`src/rtl/mem_bus_arbiter_if.sv`:
```
// Bundle of the fetch port, the data port and the shared memory bus seen by mem_bus_arbiter.
// The master modport is the arbiter; the slave modport is the pipeline/memory side.
interface mem_bus_arbiter_if #(
    parameter int ADDR_W = 32,
    parameter int DATA_W = 32
);
    logic                  inst_req;
    logic [ADDR_W-1:0]     inst_addr;
    logic [DATA_W-1:0]     inst_rdata;
    logic                  inst_ok;

    logic                  data_req;
    logic [DATA_W/8-1:0]   data_wen;
    logic [ADDR_W-1:0]     data_addr;
    logic [DATA_W-1:0]     data_wdata;
    logic [DATA_W-1:0]     data_rdata;
    logic                  data_ok;

    logic                  mem_req;
    logic                  mem_wr;
    logic [DATA_W/8-1:0]   mem_wen;
    logic [ADDR_W-1:0]     mem_addr;
    logic [DATA_W-1:0]     mem_wdata;
    logic                  mem_addr_ok;
    logic [DATA_W-1:0]     mem_rdata;
    logic                  mem_data_ok;

    modport master (
        input  inst_req, inst_addr,
        input  data_req, data_wen, data_addr, data_wdata,
        input  mem_addr_ok, mem_rdata, mem_data_ok,
        output inst_rdata, inst_ok, data_rdata, data_ok,
        output mem_req, mem_wr, mem_wen, mem_addr, mem_wdata
    );

    modport slave (
        output inst_req, inst_addr,
        output data_req, data_wen, data_addr, data_wdata,
        output mem_addr_ok, mem_rdata, mem_data_ok,
        input  inst_rdata, inst_ok, data_rdata, data_ok,
        input  mem_req, mem_wr, mem_wen, mem_addr, mem_wdata
    );
endinterface

```
`src/rtl/mem_bus_arbiter.sv`:
```
// Shares one memory bus between the fetch and data ports, one transaction in flight.
// Data wins arbitration unless it has already taken STARVE_LIMIT grants while fetch waited.
module mem_bus_arbiter #(
    parameter int ADDR_W       = 32,
    parameter int DATA_W       = 32,
    parameter int STARVE_LIMIT = 4
) (
    input  logic               clk,
    input  logic               rst,
    mem_bus_arbiter_if.master  bus,
    output logic               busy
);
    localparam int WEN_W = DATA_W / 8;
    localparam int CNT_W = $clog2(STARVE_LIMIT + 1);
    localparam logic [CNT_W-1:0] LIMIT = CNT_W'(STARVE_LIMIT);

    typedef enum logic [1:0] {IDLE, ADDR, DATA, RESP} state_t;
    typedef enum logic {OWN_INST, OWN_DATA} owner_t;

    state_t            state, stateNext;
    owner_t            owner;
    logic [CNT_W-1:0]  streak;
    logic [ADDR_W-1:0] memAddr;
    logic [WEN_W-1:0]  memWen;
    logic [DATA_W-1:0] memWdata;
    logic [DATA_W-1:0] instRdata;
    logic [DATA_W-1:0] dataRdata;
    logic              grantData;
    logic              grantInst;
    logic              capture;

    always_ff @(posedge clk) begin
        if (rst) state <= IDLE;
        else     state <= stateNext;
    end

    // Requests are only looked at in IDLE; bus strobes only in ADDR/DATA.
    always_comb begin
        stateNext = state;
        grantData = 1'b0;
        grantInst = 1'b0;
        capture   = 1'b0;
        case (state)
            IDLE: begin
                if (bus.data_req && (!bus.inst_req || streak < LIMIT)) grantData = 1'b1;
                else if (bus.inst_req)                                 grantInst = 1'b1;
                if (grantData || grantInst) stateNext = ADDR;
            end
            ADDR: begin
                if (bus.mem_addr_ok) begin
                    if (bus.mem_data_ok) begin
                        stateNext = RESP;
                        capture   = 1'b1;
                    end else begin
                        stateNext = DATA;
                    end
                end
            end
            DATA: begin
                if (bus.mem_data_ok) begin
                    stateNext = RESP;
                    capture   = 1'b1;
                end
            end
            RESP:    stateNext = IDLE;
            default: stateNext = IDLE;
        endcase
    end

    always_ff @(posedge clk) begin
        if (rst) begin
            owner     <= OWN_INST;
            streak    <= '0;
            memAddr   <= '0;
            memWen    <= '0;
            memWdata  <= '0;
            instRdata <= '0;
            dataRdata <= '0;
        end else begin
            if (grantData) begin
                owner    <= OWN_DATA;
                memAddr  <= bus.data_addr;
                memWen   <= bus.data_wen;
                memWdata <= bus.data_wdata;
                // Only data grants taken over a waiting fetch count toward starvation.
                if (bus.inst_req) streak <= (streak == LIMIT) ? streak : streak + 1'b1;
                else              streak <= '0;
            end else if (grantInst) begin
                owner    <= OWN_INST;
                memAddr  <= bus.inst_addr;
                memWen   <= '0;
                memWdata <= '0;
                streak   <= '0;
            end
            // Stores leave the owner's read-data register untouched.
            if (capture && memWen == '0) begin
                if (owner == OWN_DATA) dataRdata <= bus.mem_rdata;
                else                   instRdata <= bus.mem_rdata;
            end
        end
    end

    assign bus.mem_req    = (state == ADDR);
    assign bus.mem_wr     = |memWen;
    assign bus.mem_wen    = memWen;
    assign bus.mem_addr   = memAddr;
    assign bus.mem_wdata  = memWdata;
    assign bus.inst_ok    = (state == RESP) && (owner == OWN_INST);
    assign bus.data_ok    = (state == RESP) && (owner == OWN_DATA);
    assign bus.inst_rdata = instRdata;
    assign bus.data_rdata = dataRdata;
    assign busy           = (state != IDLE);
endmodule

```
`src/flat_wrapper.sv`:
```
// flat-port wrapper written by rule: the top's interface ports become plain ports
module mem_bus_arbiter_flat 
#(
    parameter int ADDR_W       = 32,
    parameter int DATA_W       = 32,
    parameter int STARVE_LIMIT = 4
)
  (clk, rst, busy, bus_inst_req, bus_inst_addr, bus_data_req, bus_data_wen, bus_data_addr, bus_data_wdata, bus_mem_addr_ok, bus_mem_rdata, bus_mem_data_ok, bus_inst_rdata, bus_inst_ok, bus_data_rdata, bus_data_ok, bus_mem_req, bus_mem_wr, bus_mem_wen, bus_mem_addr, bus_mem_wdata);
  mem_bus_arbiter_if #(.ADDR_W(ADDR_W), .DATA_W(DATA_W)) bus_i ();
  input  logic clk;
  input  logic rst;
  output logic busy;
  input wire logic [$bits(bus_i.inst_req)-1:0] bus_inst_req;
  input wire logic [$bits(bus_i.inst_addr)-1:0] bus_inst_addr;
  input wire logic [$bits(bus_i.data_req)-1:0] bus_data_req;
  input wire logic [$bits(bus_i.data_wen)-1:0] bus_data_wen;
  input wire logic [$bits(bus_i.data_addr)-1:0] bus_data_addr;
  input wire logic [$bits(bus_i.data_wdata)-1:0] bus_data_wdata;
  input wire logic [$bits(bus_i.mem_addr_ok)-1:0] bus_mem_addr_ok;
  input wire logic [$bits(bus_i.mem_rdata)-1:0] bus_mem_rdata;
  input wire logic [$bits(bus_i.mem_data_ok)-1:0] bus_mem_data_ok;
  output wire logic [$bits(bus_i.inst_rdata)-1:0] bus_inst_rdata;
  output wire logic [$bits(bus_i.inst_ok)-1:0] bus_inst_ok;
  output wire logic [$bits(bus_i.data_rdata)-1:0] bus_data_rdata;
  output wire logic [$bits(bus_i.data_ok)-1:0] bus_data_ok;
  output wire logic [$bits(bus_i.mem_req)-1:0] bus_mem_req;
  output wire logic [$bits(bus_i.mem_wr)-1:0] bus_mem_wr;
  output wire logic [$bits(bus_i.mem_wen)-1:0] bus_mem_wen;
  output wire logic [$bits(bus_i.mem_addr)-1:0] bus_mem_addr;
  output wire logic [$bits(bus_i.mem_wdata)-1:0] bus_mem_wdata;
  assign bus_i.inst_req = bus_inst_req;
  assign bus_i.inst_addr = bus_inst_addr;
  assign bus_i.data_req = bus_data_req;
  assign bus_i.data_wen = bus_data_wen;
  assign bus_i.data_addr = bus_data_addr;
  assign bus_i.data_wdata = bus_data_wdata;
  assign bus_i.mem_addr_ok = bus_mem_addr_ok;
  assign bus_i.mem_rdata = bus_mem_rdata;
  assign bus_i.mem_data_ok = bus_mem_data_ok;
  assign bus_inst_rdata = bus_i.inst_rdata;
  assign bus_inst_ok = bus_i.inst_ok;
  assign bus_data_rdata = bus_i.data_rdata;
  assign bus_data_ok = bus_i.data_ok;
  assign bus_mem_req = bus_i.mem_req;
  assign bus_mem_wr = bus_i.mem_wr;
  assign bus_mem_wen = bus_i.mem_wen;
  assign bus_mem_addr = bus_i.mem_addr;
  assign bus_mem_wdata = bus_i.mem_wdata;
  mem_bus_arbiter #(.ADDR_W(ADDR_W), .DATA_W(DATA_W), .STARVE_LIMIT(STARVE_LIMIT)) u_core (.clk(clk), .rst(rst), .bus(bus_i), .busy(busy));
endmodule
```
`config.mk`:
```
export PLATFORM = sky130hd
export DESIGN_NAME = mem_bus_arbiter_flat
export DESIGN_NICKNAME = d
export VERILOG_FILES = /design/src/rtl/mem_bus_arbiter_if.sv /design/src/rtl/mem_bus_arbiter.sv /design/src/flat_wrapper.sv
export SDC_FILE = /design/constraint.sdc
export NUM_CORES = 1
export LEC_CHECK = 0
export ABC_AREA = 1
export CAP_MARGIN = 15
export CORE_MARGIN = 1.5
export CORE_UTILIZATION = 43
export DETAILED_ROUTE_END_ITERATION = 7
export HOLD_SLACK_MARGIN = 0.02
export PLACE_DENSITY = 0.84
export RECOVER_POWER = 100
export SLEW_MARGIN = 40
export SYNTH_ARGS = -nofsm -noshare
export SYNTH_HDL_FRONTEND = slang
export SYNTH_SLANG_ARGS = --single-unit
```
`constraint.sdc`:
```
create_clock -name clk -period 2.15 [get_ports clk]
set_input_delay 0.215 -clock clk [delete_from_list [all_inputs] [get_ports clk]]
set_output_delay 0.215 -clock clk [all_outputs]
set_load 0.01 [all_outputs]
```
==> metrics.txt, run 1 <==
run status=finished, violations left; failing checks=design-rule violations; final hold slack=between 0.3 and 0.4 ns; final count of pins violating max slew=0; WP data arrival=1.82 ns; Period Utilization, post-route=approximately 95%; Longest Clk Path Bufs=2; worst ir drop on vdd=~0.69 mV; Max Cap Viol=0; max incr delay on CP=around 0.66 ns; root buffer cell=clkbuf_16; Hold Violations, Final=0; FF+latch count, synth=~140; synthesized area per cell=6.43 sq um; RSZ-0062 raised after global routing=no; HPWL Detailed=~13 mm; Yosys top cell area share=42.5%; DRT met1 WL=7.42 mm; Leak Pwr=4.97 nW; DRC=24; clk_skew=roughly 0.0084 ns; Via-to-Cell Ratio=roughly 4.6; drt first pass iters=8; htree depth=4; clk_lat worst skew=about 0.42 ns; CP bufs+invs=1; clock sinks=138; Worst path slowest cell=dfxtp_1; initial antenna violation count=2; Nets=1401; chip width=approximately 130 microns; CP top delay family=flip-flops; TritonCTS clock tree=done; cell count after synthesis=about 1000; minimum clock period=2.03 ns; Die Span Y=126 microns; std cell rows=44; Synth cell types=22; first-pass GRT wire length=between 30 and 40 mm; max layer used=met5; Synth area leader=dfxtp_1; routed len/inst=about 13 microns; synthesized area=6500 sq um; Worst-path clk slew=0.06 ns; fmax=491 MHz; CTS buffer count=17; YS warnings=0; share of layout cells above drive strength 1=4.33%; setup TNS=0 ns; vias in the first global route=~6200; Core ar.=between 10000 and 15000 sq um; setup violators final=0; syn nets=~1200; WP data required=about 1.9 ns; Setup CP Type=register to primary output; PwrDens=1030 nW/um^2; drt total wl=about 19 mm; post-route ant nets=0; Detailed Route Iter0 Violations=539; top cells by area, synth=dfxtp_1 43%, nand2_1 18%, inv_1 12%; critical-path cell list=nor2_1 > dlygate4sd3_1; Critical Path Start Type=register; number of I/O pins=about 280; met2 routed WL=a little over 9 mm; die area=15900 sq um; critical path fanouts, max=15; Hold/Removal Path Class=primary input to register; worst-margin pin slew=roughly 0.7 ns; largest net degree at the start of global routing=74; grt total ovfl=0; headroom to the max-slew limit=a little over half; via count=roughly 6700; gr usage total=24.2%; Seq/Total Area, Yosys=about 43%; Worst setup EP type=primary output; Starting Density=44.4%; routability cong.=0.843; Buffers on Ports=about 270; WL met3=roughly 1.7 mm; Layout area overhead=52.1%
## kinds of logic (layout without fill, tap and decap cells)
kind of cell    after synthesis  count (layout)  share of synthesized area [%]
buf+inv                     270             528                           17.2
simple gates                553             553                           35.6
flops                       138             138                           42.5
other cells                   0               2                              0
compound gates               44              44                           3.49
fa+ha+maj                     6               6                           1.16
## final cells by class
| cell class | count | area [sq um] |
|---|---|---|
| diodes | 2 | 5.00 |
| clock buffers | 24 | 492 |
| clock inverters | 7 | 114 |
| fillers | 1234 | 4760 |
| inverters | 207 | 777 |
| multi-input cells | 603 | 2610 |
| flip-flops and latches | 138 | 2760 |
| well taps | 184 | 230 |
| repair buffers | 290 | 2890 |
## worst paths after layout
check | from | end | slack, ns | depth (start not counted)
max | u_core.owner | bus_inst_ok | 0.12 | 2
min | rst | u_core.bus.inst_rdata[3] | 0.32 | 4
max reg2reg | u_core.state[1] | u_core.bus.data_rdata[2] | 0.19 | 9
min reg2reg | u_core.bus.mem_wdata[9] | u_core.bus.mem_wdata[9] | 0.45 | 2
## metrics by stage
stage	setup WS (ns)	cells	total power, mW	instance area (sq um)	util (%)
after floorplan	0.620	1011	5.84	6500	-
after detailed placement	0.314	1422	7.45	9300	63.5
after global placement	0.378	1422	7.39	9300	63.5
after global routing	0.0200	1454	10.9	9880	67.5
final	0.115	1455	10.2	9880	67.5
after CTS	0.0225	1453	10.5	9910	67.7
## power breakdown
part,switching [mW],leakage (nW),internal [mW],total [mW]
Clock,1.08,0.300,1.94,3.02
Combinational,2.33,3.54,1.59,3.91
Sequential,0.246,1.13,3.03,3.27
## state kept, by name (all words and copies together), names as in the netlist
signal                 flops
u_core.bus.data_rdata     32
u_core.bus.mem_addr       32
u_core.bus.mem_wdata      32
u_core.streak              3
u_core.state               2
u_core.bus.inst_rdata     32
u_core.bus.mem_wen         4
u_core.owner               1
## cells in the final DEF, fill, tap and decap left out, types with 3 or more instances in the layout
| cell type | instances |
|---|---|
| a21oi_1 | 41 |
| buf_12 | 4 |
| buf_4 | 9 |
| bufinv_16 | 3 |
| clkbuf_1 | 4 |
| clkbuf_16 | 17 |
| clkbuf_8 | 4 |
| clkdlybuf4s50_1 | 137 |
| clkinv_2 | 3 |
| dfxtp_1 | 137 |
| dlygate4sd3_1 | 135 |
| ha_1 | 6 |
| inv_1 | 203 |
| inv_2 | 4 |
| nand2_1 | 311 |
| nand3_1 | 37 |
| nand4_1 | 64 |
| nor2_1 | 135 |
## worst min-delay path, delay by kind of cell
| family | cells | cell delay, ns |
|---|---|---|
| AND/OR/NAND/NOR | 2 | 0.16 |
| buffers and inverters | 2 | 0.31 |
## Yosys cell counts
cell type,n
nand2_1,312
inv_1,204
dfxtp_1,138
nor2_1,135
nand4_1,64
a21oi_1,41
nand3_1,35
buf_2,21
clkbuf_1,18
buf_4,11
buf_1,8
ha_1,6
buf_6,5
inv_2,3
nand3_2,3
a21oi_2,1
nand3b_1,1
nor2_4,1
nor3_1,1
o211ai_1,1
o21ai_0,1
or2_2,1
## routing by layer
metal	vias to the layer above	global-route usage, %
li1	3495	-
met1	2945	26.7
met2	248	40.2
met3	51	9.98
met4	2	12.1
met5	-	0
## what timing repair did
item | CTS | global route
hold buffers | 0 | 0
endpoints found under the setup margin | 0 | 1
resized for setup | 0 | 2
buffers inserted | 0 | 0
No activity file was read; power rests on OpenSTA's default activity.
==> run 2: changes to the inputs <==
- REMOVE_ABC_BUFFERS: unset -> 1
==> metrics.txt, run 2 (same netlist as run 1, synthesis figures left out) <==
CTS buffer count=17 (unchanged); Placed Instances=1422 (unchanged); Max Cap Viol=0 (unchanged); Worst setup EP type=primary output (unchanged); Longest Clk Path Bufs=2 (unchanged); WP data required=1.93 ns (about the same); DRC=18 (was 24); PnR worst setup slack=0.154 ns (was 0.115 ns); die area=15900 sq um (unchanged); routability cong.=0.777 (was 0.843); clk_skew=0.00694 ns (was 0.00841 ns); dpl ws=0.196 ns (was 0.314 ns); chip width=126 microns (unchanged); final count of pins violating max slew=0 (unchanged); Antenna Cells=0 (was 2); routed len/inst=13.2 microns (was 13.1 microns); gr usage total=24.3% (was 24.2%); Hold/Removal Path Class=primary input to register (unchanged); Leak Pwr=5.00 nW (was 4.97 nW); share of layout cells above drive strength 1=4.49% (was 4.33%); std cell rows=44 (unchanged); Critical Path Start Type=register (unchanged); Worst-path clk slew=0.06 ns (about the same); Final Util=68.1% (was 67.5%); failing checks=design-rule violations (unchanged); Die Span Y=126 microns (unchanged); Setup CP Type=register to primary output (unchanged); Detailed Route Iter0 Violations=485 (was 539); Core ar.=14600 sq um (unchanged); commonest non-fill, non-tap cells in the layout=311 x nand2_1, 203 x inv_1, 137 x clkdlybuf4s50_1, 137 x dfxtp_1, 136 x dlygate4sd3_1 (was 311 x nand2_1, 203 x inv_1, 137 x clkdlybuf4s50_1, 137 x dfxtp_1); Nets=1401 (unchanged); Starting Density=44.4% (unchanged); RSZ-0062 raised after global routing=no (unchanged); initial antenna violation count=0 (was 2); fmax=501 MHz (was 491 MHz); Layout Cells excl Fill=1453 (was 1455); critical path fanouts, max=4 (was 15); number of I/O pins=275 (unchanged); headroom to the max-slew limit=52.8% (was 53.1%); grt total ovfl=0 (unchanged); clk_lat worst skew=0.42 ns (about the same); vias in the first global route=6319 (was 6215); overall power=10.6 mW (was 10.2 mW); fill count=1228 (was 1234); largest net degree at the start of global routing=68 (was 74); FF+latch area=2760 sq um (unchanged); run status=finished, violations left (unchanged); htree depth=4 (unchanged); worst ir drop on vdd=0.574 mV (was 0.689 mV); Hold Violations, Final=0 (unchanged); clock sinks=138 (unchanged); most common cell after layout, fill and taps aside=nand2_1 (unchanged); HPWL Detailed=13.4 mm (was 13.5 mm); worst-margin pin slew=0.707 ns (was 0.703 ns); via count=6834 (was 6741); PwrDens=1060 nW/um^2 (was 1030 nW/um^2); drt first pass iters=8 (unchanged); first-pass GRT wire length=30.7 mm (was 30.3 mm); Multi-input gate area=2610 sq um (about the same); minimum clock period=2.00 ns (was 2.03 ns); Period Utilization, post-route=92.8% (was 94.6%); Via-to-Cell Ratio=4.70 (was 4.63); setup violators final=0 (unchanged); postcts setup bufs=0 (unchanged); WP data arrival=1.78 ns (was 1.82 ns); post-route ant nets=0 (unchanged); Layout area overhead=53.5% (was 52.1%); root buffer cell=clkbuf_16 (unchanged); Buffers on Ports=274 (unchanged); drt total wl=19.2 mm (was 19.1 mm); TritonCTS clock tree=done (unchanged)
-- run 2: routing by layer --
layer,vias to the layer above,GRT usage (%),routed length [microns]
li1,3501,-,-
met1,3018,26.8,7460
met2,273,42.2,9310
met3,42,8.37,1750
met4,0,11.2,660
met5,-,0,0
-- run 2: where the power goes --
part           switching (mW)  leakage (nW)  total (mW)  internal [mW]
Clock                    1.10         0.320        3.25           2.15
Sequential              0.250          1.13        3.28           3.03
Combinational            2.38          3.55        4.04           1.65
Total                    3.74          5.00        10.6           6.83
-- run 2: worst max-delay path: stages, from the launching register on --
cell and delay [ns]:
dfxtp_1 0.38, inv_1 0.09, ha_1 0.25, inv_2 0.10, clkdlybuf4s50_1 0.54
-- run 2: final cells by class --
type,instances,area share (%)
well taps,184,2.31
clock buffers,21,4.72
repair buffers,290,29.4
clock inverters,10,1.89
inverters,207,7.79
flip-flops and latches,138,27.7
multi-input cells,603,26.2
-- run 2: worst paths after layout --
path | start | to | slack (ns) | cells after the start
worst min-delay path | rst | u_core.state[0] | 0.11 | 2
worst max register to register | u_core.state[1] | u_core.bus.data_rdata[16] | 0.22 | 10
worst max-delay path | u_core.state[1] | busy | 0.15 | 4
worst min register to register | u_core.bus.mem_wdata[7] | u_core.bus.mem_wdata[7] | 0.46 | 2
-- run 2: stage by stage --
stage / setup TNS [ns] / instance area, sq um / hold WS, ns
after floorplan: -92.79 / 6150 / 0.284
after CTS: 0 / 10000 / 0.0954
after global placement: 0 / 9350 / 0.448
after detailed placement: 0 / 9350 / 0.451
after global routing: 0 / 9970 / 0.114
final: 0 / 9970 / 0.108
-- run 2: timing repair --
item	CTS	global route
setup endpoints to repair	0	1
resized for setup	0	1
hold buffers	0	0
==> run 3: changes to the inputs <==
- SKIP_LAST_GASP: unset -> 1
==> results of run 3 <==
The final DEF is identical to that of run 2; final timing and power are the same.
